### config.mk
export PLATFORM = sky130hd
export DESIGN_NAME = stream_arbiter_qos_pkt_flat
export DESIGN_NICKNAME = d
export VERILOG_FILES = /design/src/rtl/stream_arbiter_qos_pkt_pkg.sv /design/src/rtl/stream_arbiter_qos_pkt_if.sv /design/src/rtl/stream_arbiter_qos_pkt_qos_rr_select.sv /design/src/rtl/stream_arbiter_qos_pkt.sv /design/src/flat_wrapper.sv
export SDC_FILE = /design/constraint.sdc
export NUM_CORES = 1
export LEC_CHECK = 0
export BUFFER_PORTS_ARGS = -buffer_cell sky130_fd_sc_hd__buf_2
export CAP_MARGIN = 20
export CORE_ASPECT_RATIO = 1.75
export CORE_MARGIN = 1.5
export CORE_UTILIZATION = 61
export DETAILED_ROUTE_END_ITERATION = 8
export GPL_TIMING_DRIVEN = 0
export PLACE_DENSITY = 0.87
export SLEW_MARGIN = 0
export SYNTH_ARGS = -nofsm -noshare
export SYNTH_HDL_FRONTEND = slang
export SYNTH_SLANG_ARGS = --single-unit
### constraint.sdc
create_clock -name clk -period 40 [get_ports clk]
set_input_delay 12 -clock clk [delete_from_list [all_inputs] [get_ports clk]]
set_output_delay 12 -clock clk [all_outputs]
set_load 0.02 [all_outputs]
### src/rtl/stream_arbiter_qos_pkt_pkg.sv
// Shared types and helpers for the packet-locked QoS stream arbiter.
package stream_arbiter_pkg;

  typedef enum logic [0:0] {
    ARB_IDLE   = 1'b0,
    ARB_LOCKED = 1'b1
  } arb_state_e;

  // Effective priority is {urgent, qos}: one bit wider than the QoS field.
  function automatic int eff_prio_width(input int qos_width);
    return qos_width + 1;
  endfunction

endpackage

### src/rtl/stream_arbiter_qos_pkt_if.sv
// N input streams plus one merged output stream of the QoS packet arbiter.
interface stream_arbiter_qos_pkt_if #(
  parameter int T_DATA_WIDTH = 8,
  parameter int T_QOS__WIDTH = 4,
  parameter int STREAM_COUNT = 4
);
  localparam int T_ID___WIDTH = (STREAM_COUNT > 1) ? $clog2(STREAM_COUNT) : 1;

  // A beat moves on a rising edge exactly when valid && ready are both high;
  // valid never waits on ready, while ready may depend combinationally on valid.
  logic [STREAM_COUNT-1:0][T_DATA_WIDTH-1:0] s_data_i;
  logic [STREAM_COUNT-1:0][T_QOS__WIDTH-1:0] s_qos_i;
  logic [STREAM_COUNT-1:0]                   s_last_i;
  logic [STREAM_COUNT-1:0]                   s_valid_i;
  logic [STREAM_COUNT-1:0]                   s_ready_o;
  logic [T_DATA_WIDTH-1:0]                   m_data_o;
  logic [T_QOS__WIDTH-1:0]                   m_qos_o;
  logic [T_ID___WIDTH-1:0]                   m_id_o;
  logic                                      m_last_o;
  logic                                      m_valid_o;
  logic                                      m_ready_i;

  modport slave (
    input  s_data_i, s_qos_i, s_last_i, s_valid_i, m_ready_i,
    output s_ready_o, m_data_o, m_qos_o, m_id_o, m_last_o, m_valid_o
  );

  modport master (
    output s_data_i, s_qos_i, s_last_i, s_valid_i, m_ready_i,
    input  s_ready_o, m_data_o, m_qos_o, m_id_o, m_last_o, m_valid_o
  );

endinterface

### src/rtl/stream_arbiter_qos_pkt_qos_rr_select.sv
// Combinational pick: highest effective priority wins, ties resolved round-robin after rr_ptr.
module qos_rr_select #(
  parameter int N   = 4,
  parameter int PW  = 5,
  parameter int IDW = 2
) (
  input  logic [N-1:0]         req,
  input  logic [N-1:0][PW-1:0] prio,
  input  logic [IDW-1:0]       rr_ptr,
  output logic [N-1:0]         grant,
  output logic [IDW-1:0]       id
);

  logic [PW-1:0] best;
  logic [N-1:0]  cand;
  logic          found;
  int            idx;

  always_comb begin
    best  = '0;
    cand  = '0;
    grant = '0;
    id    = '0;
    found = 1'b0;
    idx   = 0;
    for (int i = 0; i < N; i++) begin
      if (req[i] && (prio[i] > best)) best = prio[i];
    end
    for (int i = 0; i < N; i++) begin
      cand[i] = req[i] && (prio[i] == best);
    end
    // Walk rr_ptr+1 .. rr_ptr+N with wrap; the first tied candidate wins.
    for (int k = 1; k <= N; k++) begin
      idx = int'(rr_ptr) + k;
      if (idx >= N) idx = idx - N;
      if (!found && cand[idx]) begin
        found      = 1'b1;
        grant[idx] = 1'b1;
        id         = IDW'(idx);
      end
    end
  end

endmodule

### src/rtl/stream_arbiter_qos_pkt.sv
// Packet-locked N:1 stream arbiter with QoS, round-robin ties, starvation aging and a registered output slot.
module stream_arbiter_qos_pkt
  import stream_arbiter_pkg::*;
#(
  parameter int T_DATA_WIDTH = 8,
  parameter int T_QOS__WIDTH = 4,
  parameter int STREAM_COUNT = 4,
  parameter int AGE_WIDTH    = 4,
  parameter int AGE_LIMIT    = 8
) (
  input  logic                    clk,
  input  logic                    rst,
  stream_arbiter_qos_pkt_if.slave bus,
  output arb_state_e              dbg_state
);

  localparam int T_ID___WIDTH = (STREAM_COUNT > 1) ? $clog2(STREAM_COUNT) : 1;
  localparam int PW           = eff_prio_width(T_QOS__WIDTH);
  localparam logic [AGE_WIDTH-1:0] AGE_MAX = AGE_WIDTH'(AGE_LIMIT);

  arb_state_e                                state, state_nxt;
  logic [T_ID___WIDTH-1:0]                   rr_ptr;
  logic [STREAM_COUNT-1:0][AGE_WIDTH-1:0]    age;
  logic [T_ID___WIDTH-1:0]                   lock_id;
  logic [T_QOS__WIDTH-1:0]                   lock_qos;
  logic [STREAM_COUNT-1:0][PW-1:0]           eff_prio;
  logic [STREAM_COUNT-1:0]                   sel_grant;
  logic [T_ID___WIDTH-1:0]                   sel_id;
  logic [STREAM_COUNT-1:0]                   grant;
  logic [STREAM_COUNT-1:0]                   s_ready;
  logic [T_ID___WIDTH-1:0]                   acc_id;
  logic                                      slot_free, accept, start;

  logic [T_DATA_WIDTH-1:0] m_data_q;
  logic [T_QOS__WIDTH-1:0] m_qos_q;
  logic [T_ID___WIDTH-1:0] m_id_q;
  logic                    m_last_q;
  logic                    m_valid_q;

  always_comb begin
    eff_prio = '0;
    for (int i = 0; i < STREAM_COUNT; i++) begin
      eff_prio[i] = {(age[i] == AGE_MAX), bus.s_qos_i[i]};
    end
  end

  qos_rr_select #(
    .N   (STREAM_COUNT),
    .PW  (PW),
    .IDW (T_ID___WIDTH)
  ) u_select (
    .req    (bus.s_valid_i),
    .prio   (eff_prio),
    .rr_ptr (rr_ptr),
    .grant  (sel_grant),
    .id     (sel_id)
  );

  assign slot_free = !m_valid_q || bus.m_ready_i;

  always_comb begin
    grant = '0;
    if (state == ARB_LOCKED) grant[lock_id] = 1'b1;
    else                     grant = sel_grant;
    // Ready is gated by valid so an idle or waiting stream never sees speculative ready.
    s_ready   = (rst || !slot_free) ? '0 : (grant & bus.s_valid_i);
    accept    = |s_ready;
    acc_id    = (state == ARB_LOCKED) ? lock_id : sel_id;
    start     = accept && (state == ARB_IDLE);
    state_nxt = state;
    case (state)
      ARB_IDLE:   if (accept && !bus.s_last_i[acc_id]) state_nxt = ARB_LOCKED;
      ARB_LOCKED: if (accept &&  bus.s_last_i[acc_id]) state_nxt = ARB_IDLE;
      default:    state_nxt = ARB_IDLE;
    endcase
  end

  always_ff @(posedge clk) begin
    if (rst) begin
      state     <= ARB_IDLE;
      rr_ptr    <= T_ID___WIDTH'(STREAM_COUNT - 1);
      age       <= '0;
      lock_id   <= '0;
      lock_qos  <= '0;
      m_valid_q <= 1'b0;
      m_data_q  <= '0;
      m_qos_q   <= '0;
      m_id_q    <= '0;
      m_last_q  <= 1'b0;
    end else begin
      state <= state_nxt;
      if (start) begin
        rr_ptr   <= sel_id;
        lock_id  <= sel_id;
        lock_qos <= bus.s_qos_i[sel_id];
        // Losers still waiting age by one per packet start; the winner starts over.
        for (int i = 0; i < STREAM_COUNT; i++) begin
          if (i == int'(sel_id))
            age[i] <= '0;
          else if (bus.s_valid_i[i] && (age[i] != AGE_MAX))
            age[i] <= age[i] + AGE_WIDTH'(1);
        end
      end
      if (accept) begin
        m_valid_q <= 1'b1;
        m_data_q  <= bus.s_data_i[acc_id];
        m_qos_q   <= start ? bus.s_qos_i[sel_id] : lock_qos;
        m_id_q    <= acc_id;
        m_last_q  <= bus.s_last_i[acc_id];
      end else if (bus.m_ready_i) begin
        m_valid_q <= 1'b0;
      end
    end
  end

  assign bus.s_ready_o = s_ready;
  assign bus.m_valid_o = m_valid_q;
  assign bus.m_data_o  = m_data_q;
  assign bus.m_qos_o   = m_qos_q;
  assign bus.m_id_o    = m_id_q;
  assign bus.m_last_o  = m_last_q;
  assign dbg_state     = state;

endmodule

### src/flat_wrapper.sv
// flat-port wrapper written by rule: the top's interface ports become plain ports
module stream_arbiter_qos_pkt_flat import stream_arbiter_pkg::*;
#(
  parameter int T_DATA_WIDTH = 8,
  parameter int T_QOS__WIDTH = 4,
  parameter int STREAM_COUNT = 4,
  parameter int AGE_WIDTH    = 4,
  parameter int AGE_LIMIT    = 8
)
  (clk, rst, dbg_state, bus_s_data_i, bus_s_qos_i, bus_s_last_i, bus_s_valid_i, bus_m_ready_i, bus_s_ready_o, bus_m_data_o, bus_m_qos_o, bus_m_id_o, bus_m_last_o, bus_m_valid_o);
  stream_arbiter_qos_pkt_if #(.T_DATA_WIDTH(T_DATA_WIDTH), .T_QOS__WIDTH(T_QOS__WIDTH), .STREAM_COUNT(STREAM_COUNT)) bus_i ();
  input  logic clk;
  input  logic rst;
  output arb_state_e dbg_state;
  input wire logic [$bits(bus_i.s_data_i)-1:0] bus_s_data_i;
  input wire logic [$bits(bus_i.s_qos_i)-1:0] bus_s_qos_i;
  input wire logic [$bits(bus_i.s_last_i)-1:0] bus_s_last_i;
  input wire logic [$bits(bus_i.s_valid_i)-1:0] bus_s_valid_i;
  input wire logic [$bits(bus_i.m_ready_i)-1:0] bus_m_ready_i;
  output wire logic [$bits(bus_i.s_ready_o)-1:0] bus_s_ready_o;
  output wire logic [$bits(bus_i.m_data_o)-1:0] bus_m_data_o;
  output wire logic [$bits(bus_i.m_qos_o)-1:0] bus_m_qos_o;
  output wire logic [$bits(bus_i.m_id_o)-1:0] bus_m_id_o;
  output wire logic [$bits(bus_i.m_last_o)-1:0] bus_m_last_o;
  output wire logic [$bits(bus_i.m_valid_o)-1:0] bus_m_valid_o;
  assign bus_i.s_data_i = bus_s_data_i;
  assign bus_i.s_qos_i = bus_s_qos_i;
  assign bus_i.s_last_i = bus_s_last_i;
  assign bus_i.s_valid_i = bus_s_valid_i;
  assign bus_i.m_ready_i = bus_m_ready_i;
  assign bus_s_ready_o = bus_i.s_ready_o;
  assign bus_m_data_o = bus_i.m_data_o;
  assign bus_m_qos_o = bus_i.m_qos_o;
  assign bus_m_id_o = bus_i.m_id_o;
  assign bus_m_last_o = bus_i.m_last_o;
  assign bus_m_valid_o = bus_i.m_valid_o;
  stream_arbiter_qos_pkt #(.T_DATA_WIDTH(T_DATA_WIDTH), .T_QOS__WIDTH(T_QOS__WIDTH), .STREAM_COUNT(STREAM_COUNT), .AGE_WIDTH(AGE_WIDTH), .AGE_LIMIT(AGE_LIMIT)) u_core (.clk(clk), .rst(rst), .bus(bus_i), .dbg_state(dbg_state));
endmodule
==> results.md <==
Logic synthesis:
- The most used flip-flop cell after synthesis is sky130_fd_sc_hd__dfxtp_1.
- Counting flops with a built-in enable in the synthesized netlist gives 0.
- The number of nets produced by synthesis is ~640.
- The cell count after synthesis is roughly 550.
- The mapped netlist covers around 4400 sq um.
- Of the synthesized area, sequential elements account for 18.67%.
- The unique cell type count in the Yosys netlist is 79.
- Yosys printed 0 warnings.
- Counting flops and latches in the post-synthesis netlist gives slightly above 40.
- A synthesized cell averages just over 8 sq um.
- The async set-reset flop share out of synthesis is 0%.

Detailed routing:
- The first-iteration detailed-routing DRC count is 445.
- The average wire per cell in the routed design is between 15 and 20 microns.
- The first-pass detailed-route iteration total is 7.
- The total via count after detailed routing is between 4,000 and 5,000.
- The number of nets with antenna violations after routing is 0.
- The wire length reported by the detailed router is between 10,000 and 15,000 microns.
- The via density per instance is around 6.8.
- The number of design rule violations left after detail routing is 0.

Setup path:
- STA puts the critical path data required time at ~28,000 ps.
- The worst register-to-register path has a depth of 32.
- For this design, the slowest cell found on the critical path is sky130_fd_sc_hd__o31ai_1.
- The terminus of the critical flop-to-flop path is u_core.bus.m_qos_o[3]$_SDFFE_PP0P_.
- The top fanout value on the critical path is 10.
- Data arrives at the worst endpoint at slightly below 20,000 ps.
- Across all register-to-register paths, the minimum setup slack is slightly above 30,000 ps.
- The type of destination of the critical path is a primary output.
- In this run the worst setup path terminates at bus_s_ready_o[1].
- In this run the critical register-to-register path is launched from u_core.age[0]$_SDFFE_PP0P_.
- The type of element launching the critical path is a primary input.
- The most used cell along the critical path is sky130_fd_sc_hd__ha_1.
- The peak per-stage delay on the critical path is between 700 and 800 ps.
- The worst setup path is of the in -> out kind.
- The critical path starts at bus_s_valid_i[0].

Clock tree:
- The number of H-tree branching levels is 2.
- The cell sitting at the root of the clock tree is a sky130_fd_sc_hd__clkbuf_16.
- The insertion delay to the later sink of the worst-skew pair is 280 ps.
- The number of buffers inserted for hold repair after clock tree synthesis is 0.
- The clock-pin slew of the registers on the worst-case setup and hold paths is approximately 60 ps.
- Once the clock tree was built, the resizer swapped 0 gates to a different size.
- The number of buffers created by CTS is 5.
- The number of setup buffers added after CTS is 0.
- No sink is reached through more buffers than the 2 on the longest clock path.
- TritonCTS built the clock tree.
- The clock drives 41 sinks.

Power and ir drop:
- IR analysis of the VDD net gives a maximum drop of ~0.000054 V.
- Internal power comes to around 170 uW.
- In this run switching power makes up 49.44% of total power.
- The part of the power in registers is about a fifth.
- The analysis attributes to net switching a power of 162.0 uW.
- Power spread over the standard cell area amounts to ~65 nW/um^2.
- The total chip power is around 330 uW.
- Combinational logic is responsible for 69.2% of the overall power.
- Summed over all cells, the static leakage comes to around 2.1 nW.
- The clock power share is approximately 12%.

Global routing:
- The first-pass GRT wire length is about 21,000 microns.
- The global-route total usage across every layer is a little over a third.
- The number of antenna violations at the first check in global routing is 0.
- The via count of the first global-routing pass is 4,607.
- The remaining global-route overflow is 0.
- The largest net degree at the start of global routing is 13.

STA:
- The hold violation total from the final report is 0.
- The final setup TNS is 0 ps.
- The maximum achievable frequency is between 0.03 and 0.04 GHz.
- The number of failing setup endpoints in the final timing report is 0.
- The number of pins with negative max-slew slack in the final report is 0.
- The clock arrives with between 5 and 6 ps of skew.
- Final hold analysis gives a worst-case slack of roughly 460 ps.
- The slew at the pin closest to its max-slew limit is about 740 ps.
- Subtracting the final worst setup slack from the clock period gives about 32,000 ps.
- The worst path meets setup with just over 8000 ps of slack.
- After layout, the worst path uses 79.46% of the clock period.
- The headroom to the max-slew limit is between 50 and 60%.
- Setup repair after global routing left no endpoint under its margin.

Die:
- In this run the standard cell core region covers 6907 sq um.
- In this run the count of I/O pins placed on the die edge is 80.
- The floorplan die height is 115.3 microns.
- The floorplan step set the die width to 67.17 microns.
- The placement row count is 40.
- For this configuration, the core starts out at a cell density of 63.64%.
- The floorplan step defined a die boundary enclosing 7743 sq um.

Finish:
- The antenna diode count is 0.
- Excluding fillers, the count of instances in the completed layout stands at slightly above 700.
- Cells with a size suffix above 1 make up a little under a quarter of the layout.
- In the final design database the tool counted slightly above 700 nets.
- Relative to the synthesized area, the layout overhead comes to 14.12%.

Placement:
- At the end of routability-driven placement, the weighted congestion stood at about 0.95.
- The detailed placement HPWL is a little over 10,000 microns.
- The post-placement worst setup slack is about 8500 ps.
- The number of buffers inserted by port buffering is between 70 and 80.
- After detailed placement, the design holds a cell count of between 700 and 800.

Min path:
- The path class of the lowest-slack min-delay path is reg -> reg.
- Counting instances, the worst hold path has a depth of 2.

Run status:
- The flow ran to the end, and the final reports show no timing, DRC or antenna violations.

Job:
- The max-capacitance violation count is 0.
-- cell usage in the layout, fill, tap and decap left out, types with 6 or more instances in the layout --
master | netlist | layout
sky130_fd_sc_hd__a211oi_1 | 9 | 9
sky130_fd_sc_hd__a21o_1 | 6 | 6
sky130_fd_sc_hd__a21oi_1 | 27 | 27
sky130_fd_sc_hd__and3_1 | 11 | 11
sky130_fd_sc_hd__buf_2 | 8 | 85
sky130_fd_sc_hd__clkbuf_1 | 15 | 15
sky130_fd_sc_hd__dfxtp_1 | 41 | 41
sky130_fd_sc_hd__ha_1 | 31 | 31
sky130_fd_sc_hd__inv_1 | 40 | 40
sky130_fd_sc_hd__mux2_2 | 13 | 13
sky130_fd_sc_hd__mux2i_1 | 30 | 30
sky130_fd_sc_hd__nand2_1 | 52 | 52
sky130_fd_sc_hd__nand3_1 | 27 | 27
sky130_fd_sc_hd__nand4_1 | 9 | 9
sky130_fd_sc_hd__nor2_1 | 14 | 14
sky130_fd_sc_hd__nor3_1 | 22 | 22
sky130_fd_sc_hd__o211ai_1 | 10 | 10
sky130_fd_sc_hd__o21a_1 | 15 | 15
sky130_fd_sc_hd__o21ai_0 | 20 | 20
sky130_fd_sc_hd__o21ai_1 | 12 | 12
sky130_fd_sc_hd__o32ai_1 | 14 | 14
sky130_fd_sc_hd__xor2_1 | 6 | 6
-- state kept, by name, summed over array words and instances (netlist names), named ones only --
signal and flops:
u_core.lock_id 2, u_core.bus.m_data_o 8, u_core.rr_ptr 2, u_core.bus.m_valid_o 1
u_core.age 16, u_core.bus.m_id_o 2, u_core.bus.m_qos_o 4, u_core.lock_qos 4
u_core.bus.m_last_o 1
-- worst min-delay path by stage --
stage | startpoint | endpoint | slack (ps)
after global placement | u_core.bus.m_id_o[1]$_SDFFE_PP0P_ | u_core.bus.m_id_o[1]$_SDFFE_PP0P_ | 440
after floorplan | u_core.lock_qos[0]$_SDFF_PP0_ | u_core.lock_qos[0]$_SDFF_PP0_ | 460
after CTS | u_core.bus.m_data_o[3]$_SDFFE_PP0P_ | u_core.bus.m_data_o[3]$_SDFFE_PP0P_ | 460
after global routing | u_core.bus.m_data_o[1]$_SDFFE_PP0P_ | u_core.bus.m_data_o[1]$_SDFFE_PP0P_ | 490
final | u_core.bus.m_data_o[5]$_SDFFE_PP0P_ | u_core.bus.m_data_o[5]$_SDFFE_PP0P_ | 460
after detailed placement | u_core.bus.m_data_o[3]$_SDFFE_PP0P_ | u_core.bus.m_data_o[3]$_SDFFE_PP0P_ | 450
-- layer usage --
| metal | share of wire (%) | GRT usage (%) | vias to the layer above |
|---|---|---|---|
| li1 | - | - | 2237 |
| met1 | 35 | 36.25 | 2265 |
| met2 | 52 | 64.75 | 267 |
| met5 | 0 | 0 | - |
| met3 | 6.5 | 5.969 | 80 |
| met4 | 6.6 | 21.77 | 0 |
-- area by class of cell --
cell class                 instances  area, sq um
inverter                          41        153.9
buffer                            28        145.1
clock buffer                       5        125.1
clock inverter                     1        5.005
fill                             553         1891
tap                               84        105.1
timing repair buffer              77        385.4
multi-input combinational        436         3276
sequential                        41        820.8
-- critical path, delay by kind of cell --
| family | cells | cell delay, ps |
|---|---|---|
| simple gates | 9 | 1880 |
| fa+ha+maj | 3 | 1030 |
| buf+inv | 5 | 1180 |
| compound gates | 11 | 3670 |
-- cells in the mapped netlist, types with 4 or more instances --
cell type | instances | area, sq um
sky130_fd_sc_hd__xnor2_1 | 4 | 35.03
sky130_fd_sc_hd__buf_6 | 4 | 45.04
sky130_fd_sc_hd__nor4_1 | 4 | 25.02
sky130_fd_sc_hd__a21oi_1 | 27 | 135.1
sky130_fd_sc_hd__a211oi_1 | 9 | 67.56
sky130_fd_sc_hd__clkbuf_1 | 15 | 56.30
sky130_fd_sc_hd__nand3b_1 | 4 | 30.03
sky130_fd_sc_hd__nand2b_1 | 4 | 25.02
sky130_fd_sc_hd__nor2_1 | 14 | 52.55
sky130_fd_sc_hd__nand2_1 | 52 | 195.2
sky130_fd_sc_hd__ha_1 | 31 | 387.9
sky130_fd_sc_hd__buf_2 | 8 | 40.04
sky130_fd_sc_hd__nand3_1 | 27 | 135.1
sky130_fd_sc_hd__a31o_1 | 4 | 35.03
sky130_fd_sc_hd__o211ai_1 | 10 | 75.07
sky130_fd_sc_hd__and4_1 | 5 | 43.79
sky130_fd_sc_hd__nand4_1 | 9 | 56.30
sky130_fd_sc_hd__o21a_1 | 15 | 112.6
sky130_fd_sc_hd__mux2_2 | 13 | 146.4
sky130_fd_sc_hd__a221oi_1 | 4 | 35.03
sky130_fd_sc_hd__o32ai_1 | 14 | 122.6
sky130_fd_sc_hd__dfxtp_1 | 41 | 820.8
sky130_fd_sc_hd__and3_1 | 11 | 68.82
sky130_fd_sc_hd__a21oi_2 | 5 | 43.79
sky130_fd_sc_hd__a211o_1 | 5 | 43.79
sky130_fd_sc_hd__o21ai_1 | 12 | 60.06
sky130_fd_sc_hd__nor3_1 | 22 | 110.1
sky130_fd_sc_hd__nor4_2 | 4 | 50.05
sky130_fd_sc_hd__o21ai_0 | 20 | 100.1
sky130_fd_sc_hd__mux2i_1 | 30 | 300.3
sky130_fd_sc_hd__a31o_2 | 4 | 35.03
sky130_fd_sc_hd__inv_1 | 40 | 150.1
sky130_fd_sc_hd__xor2_1 | 6 | 52.55
sky130_fd_sc_hd__a21o_1 | 6 | 45.04
-- metrics by stage --
| stage | util, % | cell area [sq um] |
|---|---|---|
| CTS | 72.63 | 5016 |
| floorplan | - | 4395 |
| finish | 72.63 | 5016 |
| global placement | 70.74 | 4886 |
| detailed placement | 70.74 | 4886 |
| global route | 72.63 | 5016 |
-- logic make-up after synthesis --
group / Yosys count / share of synthesized area [%]
multiplexers: 44 / 10.67
flip-flops: 41 / 18.67
AO/OA/AOI/OAI: 174 / 30.60
XOR/XNOR: 10 / 1.993
AND/OR/NAND/NOR: 177 / 22.43
buffers and inverters: 69 / 6.803
adder cells (fa/ha/maj): 31 / 8.824
-- power by group through the flow --
| stage | registers (mW) | clock network, mW | logic, mW |
|---|---|---|---|
| global placement | 0.0628 | 0 | 0.215 |
| detailed placement | 0.0639 | 0 | 0.221 |
| global route | 0.0653 | 0.0388 | 0.245 |
| finish | 0.0635 | 0.0376 | 0.227 |
| floorplan | 0.0698 | 0 | 0.161 |
| CTS | 0.0632 | 0.0376 | 0.222 |
Note: power is estimated with default switching activity, not from simulation.
